### src/rtl/rsa_decoder.sv
// rsa_decoder: RSA decryption m = c^d mod n using left-to-right
// square-and-multiply over a bit-serial radix-2 Montgomery multiplier.
// One ciphertext word per operation, started on a rising edge of start.
module rsa_decoder #(
  parameter int unsigned       n_bit  = 7,
  parameter logic [n_bit-1:0]  n      = 7'd79,
  parameter int unsigned       d_bit  = 6,
  parameter logic [d_bit-1:0]  d      = 6'd47,
  parameter logic [n_bit-1:0]  Rmodn  = 7'd49,
  parameter logic [n_bit-1:0]  R2modn = 7'd31
) (
  input  logic             clk,
  input  logic             rst,
  input  logic             start,
  input  logic [n_bit-1:0] data_in,
  output logic [n_bit-1:0] data_out,
  output logic             done,
  output logic             busy
);

  localparam int unsigned TW = n_bit + 2;
  localparam int unsigned CW = $clog2(n_bit + 1);
  localparam int unsigned IW = (d_bit > 1) ? $clog2(d_bit) : 1;

  typedef enum logic [2:0] {
    S_IDLE,
    S_TO_MONT,
    S_SQR,
    S_MUL,
    S_FROM_MONT,
    S_DONE
  } state_t;

  state_t           state_q, state_d;
  logic             start_q, start_d;
  logic [n_bit-1:0] c_q, c_d;
  logic [n_bit-1:0] cm_q, cm_d;
  logic [n_bit-1:0] x_q, x_d;
  logic [TW-1:0]    t_q, t_d;
  logic [CW-1:0]    cnt_q, cnt_d;
  logic [IW-1:0]    idx_q, idx_d;
  logic [n_bit-1:0] data_out_q, data_out_d;
  logic             done_q, done_d;
  logic             busy_q, busy_d;

  logic [n_bit-1:0] mm_a, mm_b;
  logic             a_bit;
  logic [TW-1:0]    t_add, t_odd, t_iter;
  logic [n_bit-1:0] mm_res;
  logic             mm_last;
  logic             d_cur;
  logic             accept;

  // Montgomery datapath: operand select, one iteration step, final correction
  always_comb begin
    mm_a = '0;
    mm_b = '0;
    unique case (state_q)
      S_TO_MONT:   begin mm_a = c_q; mm_b = R2modn;          end
      S_SQR:       begin mm_a = x_q; mm_b = x_q;             end
      S_MUL:       begin mm_a = x_q; mm_b = cm_q;            end
      S_FROM_MONT: begin mm_a = x_q; mm_b = n_bit'(1);       end
      default:     begin mm_a = '0;  mm_b = '0;              end
    endcase
    a_bit   = |(mm_a & (n_bit'(1) << cnt_q));
    t_add   = t_q + (a_bit ? {2'b00, mm_b} : '0);
    t_odd   = t_add + (t_add[0] ? {2'b00, n} : '0);
    t_iter  = t_odd >> 1;
    mm_res  = n_bit'((t_q >= {2'b00, n}) ? (t_q - {2'b00, n}) : t_q);
    mm_last = (cnt_q == CW'(n_bit));
    d_cur   = |(d & (d_bit'(1) << idx_q));
  end

  // Sequencing of square-and-multiply and the start handshake
  always_comb begin
    state_d    = state_q;
    start_d    = start;
    c_d        = c_q;
    cm_d       = cm_q;
    x_d        = x_q;
    t_d        = t_q;
    cnt_d      = cnt_q;
    idx_d      = idx_q;
    data_out_d = data_out_q;
    done_d     = done_q;
    busy_d     = busy_q;
    accept     = start & ~start_q & ((state_q == S_IDLE) || (state_q == S_DONE));

    if ((state_q == S_TO_MONT) || (state_q == S_SQR) ||
        (state_q == S_MUL) || (state_q == S_FROM_MONT)) begin
      if (mm_last) begin
        t_d   = '0;
        cnt_d = '0;
      end else begin
        t_d   = t_iter;
        cnt_d = cnt_q + CW'(1);
      end
    end

    unique case (state_q)
      S_IDLE, S_DONE: begin
        if (accept) begin
          c_d     = data_in;
          done_d  = 1'b0;
          busy_d  = 1'b1;
          t_d     = '0;
          cnt_d   = '0;
          state_d = S_TO_MONT;
        end
      end
      S_TO_MONT: begin
        if (mm_last) begin
          cm_d    = mm_res;
          x_d     = Rmodn;
          idx_d   = IW'(d_bit - 1);
          state_d = S_SQR;
        end
      end
      S_SQR: begin
        if (mm_last) begin
          x_d = mm_res;
          if (d_cur) begin
            state_d = S_MUL;
          end else if (idx_q == '0) begin
            state_d = S_FROM_MONT;
          end else begin
            idx_d = idx_q - IW'(1);
          end
        end
      end
      S_MUL: begin
        if (mm_last) begin
          x_d = mm_res;
          if (idx_q == '0) begin
            state_d = S_FROM_MONT;
          end else begin
            idx_d   = idx_q - IW'(1);
            state_d = S_SQR;
          end
        end
      end
      S_FROM_MONT: begin
        if (mm_last) begin
          data_out_d = mm_res;
          done_d     = 1'b1;
          busy_d     = 1'b0;
          state_d    = S_DONE;
        end
      end
      default: state_d = S_IDLE;
    endcase
  end

  // State and datapath registers with synchronous reset
  always_ff @(posedge clk) begin
    if (rst) begin
      state_q    <= S_IDLE;
      start_q    <= 1'b0;
      c_q        <= '0;
      cm_q       <= '0;
      x_q        <= '0;
      t_q        <= '0;
      cnt_q      <= '0;
      idx_q      <= '0;
      data_out_q <= '0;
      done_q     <= 1'b0;
      busy_q     <= 1'b0;
    end else begin
      state_q    <= state_d;
      start_q    <= start_d;
      c_q        <= c_d;
      cm_q       <= cm_d;
      x_q        <= x_d;
      t_q        <= t_d;
      cnt_q      <= cnt_d;
      idx_q      <= idx_d;
      data_out_q <= data_out_d;
      done_q     <= done_d;
      busy_q     <= busy_d;
    end
  end

  assign data_out = data_out_q;
  assign done     = done_q;
  assign busy     = busy_q;

endmodule

### config.mk
export PLATFORM = sky130hd
export DESIGN_NAME = rsa_decoder
export DESIGN_NICKNAME = d
export VERILOG_FILES = /design/src/rtl/rsa_decoder.sv
export SDC_FILE = /design/constraint.sdc
export NUM_CORES = 1
export LEC_CHECK = 0
export CAP_MARGIN = 20
export CORE_UTILIZATION = 50
export DETAILED_ROUTE_END_ITERATION = 10
export GPL_ROUTABILITY_DRIVEN = 0
export GPL_TIMING_DRIVEN = 0
export PLACE_DENSITY_LB_ADDON = 0.15
export RECOVER_POWER = 100
export SYNTH_ARGS = -nofsm -noshare
export SYNTH_HDL_FRONTEND = slang
export SYNTH_SLANG_ARGS = --single-unit
export TNS_END_PERCENT = 50
### constraint.sdc
create_clock -name clk -period 5.8 [get_ports clk]
set_clock_uncertainty 0.2 [all_clocks]
set_input_delay 0.58 -clock clk [delete_from_list [all_inputs] [get_ports clk]]
set_output_delay 0.58 -clock clk [all_outputs]
set_load 0.03 [all_outputs]
* Yosys cells after proc, flatten, opt, wreduce, memory -nomap -nowiden *
Cells that the tools add are included.
Widths: inputs -> output; s select.

storage, ports and cells
  register bits = 49
  bits of input ports = 10
  output and inout port bits = 9

operators by class
  $add $sub $neg = 5
  order comparisons = 1
  equal/unequal tests = 14
  shift operators = 2
  muxes and demuxes = 36
  bitwise operators = 4
  reduce and logical (&&, ||, !) cells = 21

operator list
  operator             number
  $mux 3               16
  $mux 7               5
  $pmux 7 s2           2
  $pmux 7 s4           1
  $mux 9               3
  $add 9x7->9          2
  $pmux 3 s5           1
  $ne 2x2->1 const B   6
  $eq 3x3->1 const B   3
  $ge 9x7->1 const B   1
  $pmux 3 s3           1
  $mux 8               1
  $and 7x7->7          1
  $reduce_or 7->1      1
  $shl 1x3->7 const A  1
  $sub 7x7->7 const B  1
  $eq 3x2->1 const B   2
  $logic_not 3->1      2
  $reduce_and 2->1     3
  $reduce_and 3->1     2
  $reduce_and 6->1     1
  $shl 1x3->6 const A  1
  $reduce_and 5->1     1
  $reduce_or 5->1      1
  14 further kinds     24

* Logic depth before layout (Yosys ltp) *
Gate-level depths: netlist of the first run.

  depth after elaboration = 13
  mapped depth = 19

* Least setup slack after synthesis of the first run *
OpenSTA, ideal clock, no wires.

  kind = register to register
  start = register cnt_q[0]
  end = register t_q[6]
  setup time = 70 ps
  data arrival time = 3607 ps
  data required time = 5530 ps
  slack = 1923 ps
  cell stages (with the launch flop) = 20
  cell sequence = dfxtp_1 inv_1 ha_1 a222oi_1 mux2i_1 a21oi_1 nor3b_1 a21oi_1 nor2_1 ha_1 fa_1 and3_4 o21ai_1 a21oi_1 xor2_1 ha_1 a41oi_2 xnor2_1 or3_1 a21oi_1

between the ends
  cells in the longest elaborated chain, start to end = 11
  elaborated cells on any way between the ends = 12

ends and longest elaborated chain
  item                    line  source
  start, declared         40    logic [CW-1:0] cnt_q, cnt_d;
  start signal, assigned  175   cnt_q <= cnt_d;
  $shl 1x3->7             65    a_bit = |(mm_a & (n_bit'(1) << cnt_q));
  $and 7x7->7             65
  $reduce_or 7->1         65
  $mux 7                  66    t_add = t_q + (a_bit ? {2'b00, mm_b} : '0);
  $add 9x7->9             66
  $mux 7                  67    t_odd = t_add + (t_add[0] ? {2'b00, n} : '0);
  $add 9x7->9             67
  $mux 8 (*)              91    if (mm_last) begin
  $mux 9 (*)              89    if ((state_q == S_TO_MONT) || (state_q == S_SQR) ||
  $mux 9                  102   if (accept) begin
  $mux 9 (*)              100   unique case (state_q)
  end signal, assigned    174   t_q <= t_d;
  end, declared           39    logic [TW-1:0] t_q, t_d;

Every way passes the cells marked *; elsewhere a longest branch is shown, timed or not.
A chain may end at the register's enable or synchronous reset.

* Final worst setup path of the first run *
  start = register state_q[1]
  end = register t_q[6]

between the ends
  cells in the longest elaborated chain, start to end = 13
  elaborated cells on any way between the ends = 25

ends and longest elaborated chain
  item                                      line    source
  start, declared                           34      state_t state_q, state_d;
  start signal, assigned                    169     state_q <= state_d;
  $eq 3x2->1, or another cell as far along  58, 89
  $reduce_or 3->1 (no line)                 n/a
  $pmux 7 s2                                58      unique case (state_q)
  $and 7x7->7                               65
  $reduce_or 7->1                           65
  $mux 7                                    66
  $add 9x7->9                               66
  $mux 7                                    67
  $add 9x7->9                               67
  $mux 8                                    91
  $mux 9                                    89
  $mux 9                                    102
  $mux 9 (*)                                100

Marks and branches as above.

==> results of run 1 <==
==> power by group through the flow <==
stage / logic (µW) / clock network [µW] / registers, µW
2_1_floorplan: 66.5 / 0 / 359
3_3_place_gp: 95.0 / 0 / 357
3_5_place_dp: 96.5 / 0 / 357
4_1_cts: 97.1 / 221 / 349
5_1_grt: 105 / 236 / 351
6_report: 96.0 / 216 / 349
==> synth_stat cells (all sizes together), types with 2 or more instances <==
master,instances
inv,12
nor4,6
a41oi,3
nor2,71
and2,2
a21oi,26
xor2,7
a222oi,4
and3,5
dfxtp,49
xnor2,8
nand2b,2
a211oi,16
a31oi,4
a21o,5
nor3,6
nor2b,7
o21ai,9
or3,2
nand3,5
nand2,13
clkbuf,13
nor3b,4
mux2i,17
buf,4
a22oi,6
ha,20
==> sequential cells by signal, indices dropped and copies added (netlist names) <==
register,cells
t_q,9
start_q,1
data_out,7
cnt_q,3
idx_q,3
done,1
c_q,7
x_q,7
state_q,3
cm_q,7
busy,1
==> cells in the final DEF, fill, tap and decap left out, types with 2 or more instances in the layout <==
master	n
mux2i_1	17
clkbuf_8	5
nand3_1	5
a22oi_1	6
xor2_1	6
nor2_2	2
a31oi_1	3
dlygate4sd3_1	11
nor3b_1	4
clkdlybuf4s50_1	7
nand2b_1	2
nor2b_1	7
a21o_1	4
xnor2_1	7
and3_1	5
ha_1	20
nor2_1	69
inv_1	11
o21ai_0	4
buf_2	2
o21ai_1	4
inv_6	2
clkbuf_1	15
or3_1	2
nor4_1	6
dfxtp_1	49
a21oi_1	26
a211oi_1	16
a41oi_1	3
nand2_1	13
a222oi_1	4
nor3_1	6
==> final timing paths <==
| path | start | endpoint | slack [ns] | depth (start not counted) |
|---|---|---|---|---|
| max | state_q[1]$_SDFFE_PP0P_ | t_q[6]$_SDFF_PP0_ | 1.19 | 16 |
| min | done$_SDFFE_PP0P_ | done$_SDFFE_PP0P_ | 0.27 | 2 |
| max reg2reg | state_q[1]$_SDFFE_PP0P_ | t_q[6]$_SDFF_PP0_ | 1.19 | 16 |
| min reg2reg | done$_SDFFE_PP0P_ | done$_SDFFE_PP0P_ | 0.27 | 2 |
==> layer usage <==
metal,wire (µm),vias to the layer above,track usage (%)
met5,0,-,0
met2,3170,59,39.0
li1,-,1262,-
met3,267,7,4.24
met4,65,0,5.09
met1,3390,1159,34.1
==> worst max-delay path, delay by kind of cell (launching register included) <==
kind | cells | cell delay, ns
AO/OA/AOI/OAI | 6 | 1.05
XOR/XNOR | 2 | 0.29
adder cells (fa/ha/maj) | 2 | 0.64
buffers and inverters | 1 | 0.33
flip-flops | 1 | 0.35
AND/OR/NAND/NOR | 5 | 1.70
==> cell type report <==
class / instances / area (µm²) / share of cell area [%]
Clock buffer: 5 / 68.8 / 2.14
Multi-Input combinational cell: 262 / 1750 / 54.6
Sequential cell: 49 / 981 / 30.6
Clock inverter: 3 / 25.0 / 0.780
Tap cell: 72 / 90.1 / 2.81
Timing Repair Buffer: 18 / 180 / 5.61
Buffer: 17 / 66.3 / 2.07
Inverter: 12 / 45.0 / 1.40
==> stage by stage <==
step | total power (µW) | std cells | setup slack, ns | utilization (%)
floorplan | 425 | 340 | 1.92 | -
global placement | 452 | 430 | 1.37 | 57.0
detailed placement | 454 | 430 | 1.30 | 57.0
CTS | 668 | 438 | 1.25 | 58.7
global route | 692 | 438 | 0.750 | 58.3
finish | 661 | 438 | 1.19 | 58.3
==> cells by family after synthesis <==
logic type | Yosys count
AND/OR/NAND/NOR | 125
AO/OA/AOI/OAI | 83
flip-flops | 49
buffers and inverters | 29
adder cells (fa/ha/maj) | 21
multiplexers | 18
XOR/XNOR | 15
==> impl_metrics.yaml, run 1 <==
detailed_routing:
  routed_wirelength_um: 6890
  drt-vias-per-instance: 5.68
  drc: 0
  detail_route.first_pass.iterations: 5
  vias: 2487
  dr.first_iter.drc_count: 212
  drtAntennaViolNets: 0
  post_drt_wl_per_cell_um: 15.7
sta:
  finalHoldViolations: 0
  minimum_clock_period_after_layout_ns: 4.61
  slew_headroom_pct: 49.8
  fmaxAchievable_mhz: 217
  setup_repair_after_global_routing_missed_its_margin: "false"
  final-max-slew-violation-count: 0
  worstMarginPinSlew_ns: 0.751
  report.final.setup_viol: 0
  finalCritPeriodShare_pct: 79.6
  final_tns_setup_ns: 0
  timing.hold.ws_ns: 0.270
synth:
  postSynth.asyncResetShare_pct: 0
  ys_seq_area_share_pct: 34.2
  synthSimpleGateAreaFrac_pct: 20.3
  dominant_combinational_cell_family_by_area_after_synthesis: "compound AO/OA/AOI/OAI gates"
  synth_area_per_cell_um2: 8.44
  ys_ff_latch: 49
  yosys-top-cells-area: "dfxtp_1, nor2_1, ha_1, mux2i_1, a21oi_1"
  portion_of_netlist_area_occupied_by_mux_cells_pct: 6.32
  yosysTopAreaCellShare_pct: 34.2
  mappedNetlistNets: 371
  synth.lib_cells_used.distinct: 53
  ys_dominant_reg_cell: "dfxtp_1"
  synthAdderAreaFrac_pct: 9.42
  post_synth_edffs: 0
  postSynthCellCount: 340
  syn-cell-area_um2: 2870
  synthXorXnorAreaFrac_pct: 5.10
  synthDominantAreaCellType: "dfxtp_1"
  synth-warning-count: 0
  synth-compound-area-share_pct: 20.7
pwr:
  power.combinational.fraction_pct: 14.5
  peakVddDrop_mv: 0.109
  netSwitchingFraction_pct: 29.0
  power_frac_seq_pct: 52.8
  p_leak_uw: 0.00130
  cell_internal_pwr_uw: 469
  clock_power_share_pct: 32.7
  power.density_cell_area_nw_per_um2: 206
  p_sw_uw: 192
global_routing:
  grt.overflow.total: 0
  grt_start_max_net_pins: 18
  grt_antenna_before_repair: 0
  via_count_of_the_first_global_routing_pass: 2257
  grt_pass1_wl_um: 11400
  gr-usage-all-layers_pct: 24.4
layout:
  layout.nets: 396
  proportion_of_layout_cells_with_a_drive_suffix_above_1_pct: 5.46
  insertedDiodeCount: 0
  layout.filler_cells: 524
  area_growth_pct: 11.8
  post_route_standard_cell_area_excluding_fillers_um2: 3210
setup_path:
  cell_breakdown_of_the_critical_path: "clkbuf_1, nor2b_1, a21oi_1, nor2_1, nor2_1, nor4_1, ha_1, a21o_2, a21oi_1, xnor2_1, ha_1, a21o_1, a41oi_1, xnor2_1, or3_1, a21oi_1"
  timing_worst_setup_path_type: "reg -> reg"
  crit_fanout: 10
  crit_slowest_cell: "nor4_1"
  required_ns: 5.84
  path_common_cell: "a21oi_1"
  critical_path.startpoint_type: "flip-flop"
  cp_slowest_stage_delay_ns: 0.55
  end_kind: "flip-flop"
  arrival_ns: 4.66
clock_tree:
  post-cts-setup-buffers: 0
  tritoncts_num_sinks: 49
  clkSlewWorstSetupHoldPaths_ns: 0.09
  hold_buffers: 0
  clock-root-buffer: "clkbuf_8"
  cts.path.max_buffers: 2
  clkLatencyLatePin_ns: 0.31
  post_cts_resized: 0
  cts_tree: "built"
  h-tree-depth: 2
  cts_made_buffers: 5
floorplanning:
  boundaryPins: 19
  die_h_um: 77.8
  initial_utilization_pct: 52.1
  floorplan.core_area_um2: 5510
  die-width_um: 77.8
  floorplan.die_area_um2: 6050
  rows: 27
worst_hold_path:
  min-delay-path-class: "reg -> reg"
run:
  max_cap_violations: 0
placed_design:
  placement.cell_area_um2: 3140
  place_hpwl_um: 5120
  number_of_buffer_cells_added_on_primary_ports: 18
status:
  status: "finished, final reports clean"
No activity file was read; power rests on OpenSTA's default activity.
==> run 2: changes to the inputs <==
==> constraint.sdc (replaced) <==
create_clock -name clk -period 4 [get_ports clk]
set_clock_uncertainty 0.2 [all_clocks]
set_input_delay 0.4 -clock clk [delete_from_list [all_inputs] [get_ports clk]]
set_output_delay 0.4 -clock clk [all_outputs]
set_load 0.03 [all_outputs]
==> impl_metrics.yaml, run 2 (same netlist as run 1, synthesis figures left out) <==
layout:
  layout_commonest_cell: "nor2_1"
  layout.nets: 404
  largest_register: "t_q"
  proportion_of_layout_cells_with_a_drive_suffix_above_1_pct: 13.9
  layout.cells.most_common_list: "nor2_1, dfxtp_1, a21oi_1"
  area_growth_pct: 17.4
  layout.filler_cells: 505
  insertedDiodeCount: 0
  largest_register_ff_count: 9
global_routing:
  grt.overflow.total: 0
  via_count_of_the_first_global_routing_pass: 2291
  grt_antenna_before_repair: 0
  gr-usage-all-layers_pct: 24.6
  grt_start_max_net_pins: 18
  grt_pass1_wl_um: 11600
detailed_routing:
  drtAntennaViolNets: 0
  routed_wirelength_um: 7110
  dr.first_iter.drc_count: 204
  drc: 0
  drt-vias-per-instance: 5.72
  post_drt_wl_per_cell_um: 15.9
  detail_route.first_pass.iterations: 5
  vias: 2553
floorplanning:
  floorplan.die_area_um2: 6050
  rows: 27
  die-width_um: 77.8
  boundaryPins: 19
  floorplan.core_area_um2: 5510
  initial_utilization_pct: 52.1
  die_h_um: 77.8
status:
  violations: "negative setup slack"
  status: "finished, violations left"
pwr:
  peakVddDrop_mv: 0.159
  power.density_cell_area_nw_per_um2: 287
  p_leak_uw: 0.00135
sta:
  fmaxAchievable_mhz: 248
  worstMarginPinSlew_ns: 0.771
  finalCritPeriodShare_pct: 101
  finalHoldViolations: 0
  setup_ws_ns: -0.0385
  slew_headroom_pct: 48.5
  final_tns_setup_ns: -0.0385
  report.final.setup_viol: 1
  setup_repair_after_global_routing_missed_its_margin: "true"
  final-max-slew-violation-count: 0
  minimum_clock_period_after_layout_ns: 4.04
setup_path:
  critical_path.startpoint_type: "flip-flop"
  cp_slowest_stage_delay_ns: 0.36
  cell_breakdown_of_the_critical_path: "inv_1, ha_2, a222oi_1, mux2i_1, a21oi_1, nor3b_2, nor2_4, nor4_1, ha_1, and3_4, o21ai_4, a21oi_2, xor2_1, ha_1, a41oi_2, xnor2_1, or3_1, a21oi_1"
  timing.critical_path.max_delay_family: "simple AND/OR/NAND/NOR gates"
  required_ns: 4.04
  crit_slowest_cell: "dfxtp_4"
  crit_fanout: 4
  worstSetupPathDepth: 18
  arrival_ns: 4.08
  end_kind: "flip-flop"
  timing.reg2reg.worst_path_depth: 18
  crit_buf_inv: 1
  timing_worst_setup_path_type: "reg -> reg"
clock_tree:
  cts_made_buffers: 5
  cts_tree: "built"
  cts.path.max_buffers: 2
  clock-root-buffer: "clkbuf_8"
  clkLatencyLatePin_ns: 0.31
  clkSlewWorstSetupHoldPaths_ns: 0.09
  tritoncts_num_sinks: 49
  h-tree-depth: 2
placed_design:
  number_of_buffer_cells_added_on_primary_ports: 18
  placement.setup.worst_slack_ns: -0.499
  place_hpwl_um: 5120
worst_hold_path:
  min_path_cells: 2
  min-delay-path-class: "reg -> reg"
run:
  max_cap_violations: 0
## run 2: cell types whose count changed in the layout (fill, tap and decap cells not counted), moves of 4 or more
cell / before / now
buf_4: 0 / 8
clkbuf_1: 15 / 10
clkbuf_2: 0 / 4
ha_1: 20 / 16
ha_2: 0 / 4
## run 2: stage by stage
stage / area, µm² / utilization [%] / hold slack (ns) / power (µW) / instances
2_1_floorplan: 2870 / - / 0.255 / 616 / 340
3_3_place_gp: 3140 / 57.0 / 0.253 / 655 / 430
3_5_place_dp: 3140 / 57.0 / 0.260 / 658 / 430
4_1_cts: 3340 / 60.7 / 0.284 / 976 / 443
5_1_grt: 3370 / 61.2 / 0.308 / 1010 / 446
6_report: 3370 / 61.2 / 0.269 / 968 / 446
## run 2: cell type report
class                           instances  area, µm²  share of cell area (%)
Buffer                                 17       72.6                    2.15
Clock buffer                            5       68.8                    2.04
Clock inverter                          3       25.0                   0.742
Inverter                               12       45.0                    1.34
Multi-Input combinational cell        262       1840                    54.7
Sequential cell                        49        986                    29.3
Tap cell                               72       90.1                    2.67
Timing Repair Buffer                   26        240                    7.13
## run 2: layer usage
| metal | up-vias | share of wire [%] | global-route usage (%) | wire [µm] |
|---|---|---|---|---|
| met3 | 10 | 3.7 | 4.24 | 264 |
| met2 | 63 | 46 | 39.6 | 3280 |
| met1 | 1200 | 49 | 34.3 | 3480 |
| met4 | 0 | 1.2 | 5.47 | 82 |
| met5 | - | 0 | 0 | 0 |
| li1 | 1280 | - | - | - |
## run 2: final timing paths
check | end | startpoint | slack (ns)
max | t_q[6]$_SDFF_PP0_ | cnt_q[0]$_SDFF_PP0_ | -0.04
min | done$_SDFFE_PP0P_ | done$_SDFFE_PP0P_ | 0.27
max reg2reg | t_q[6]$_SDFF_PP0_ | cnt_q[0]$_SDFF_PP0_ | -0.04
min reg2reg | done$_SDFFE_PP0P_ | done$_SDFFE_PP0P_ | 0.27
## run 2: where the power goes
group | internal, µW | leakage [µW] | switching [µW]
Combinational | 60.2 | 0.000911 | 90.1
Sequential | 500 | 0.000398 | 6.46
Clock | 128 | 0.0000452 | 184
Total | 688 | 0.00135 | 280
## run 2: repair_timing
action / in CTS / in global routing
setup buffers: 5 / 3
hold buffers: 0 / 0
gates resized for setup: 21 / 4
pin swaps: 9 / 4
setup endpoints to repair: 3 / 2
## run 2: worst register-to-register path, delay by kind of cell (launching register included)
| kind | cells | cell delay (ns) |
|---|---|---|
| buf+inv | 1 | 0.09 |
| xor+xnor | 2 | 0.32 |
| fa+ha+maj | 3 | 0.91 |
| compound gates | 6 | 0.68 |
| flops | 1 | 0.36 |
| mux | 1 | 0.14 |
| simple gates | 5 | 1.29 |
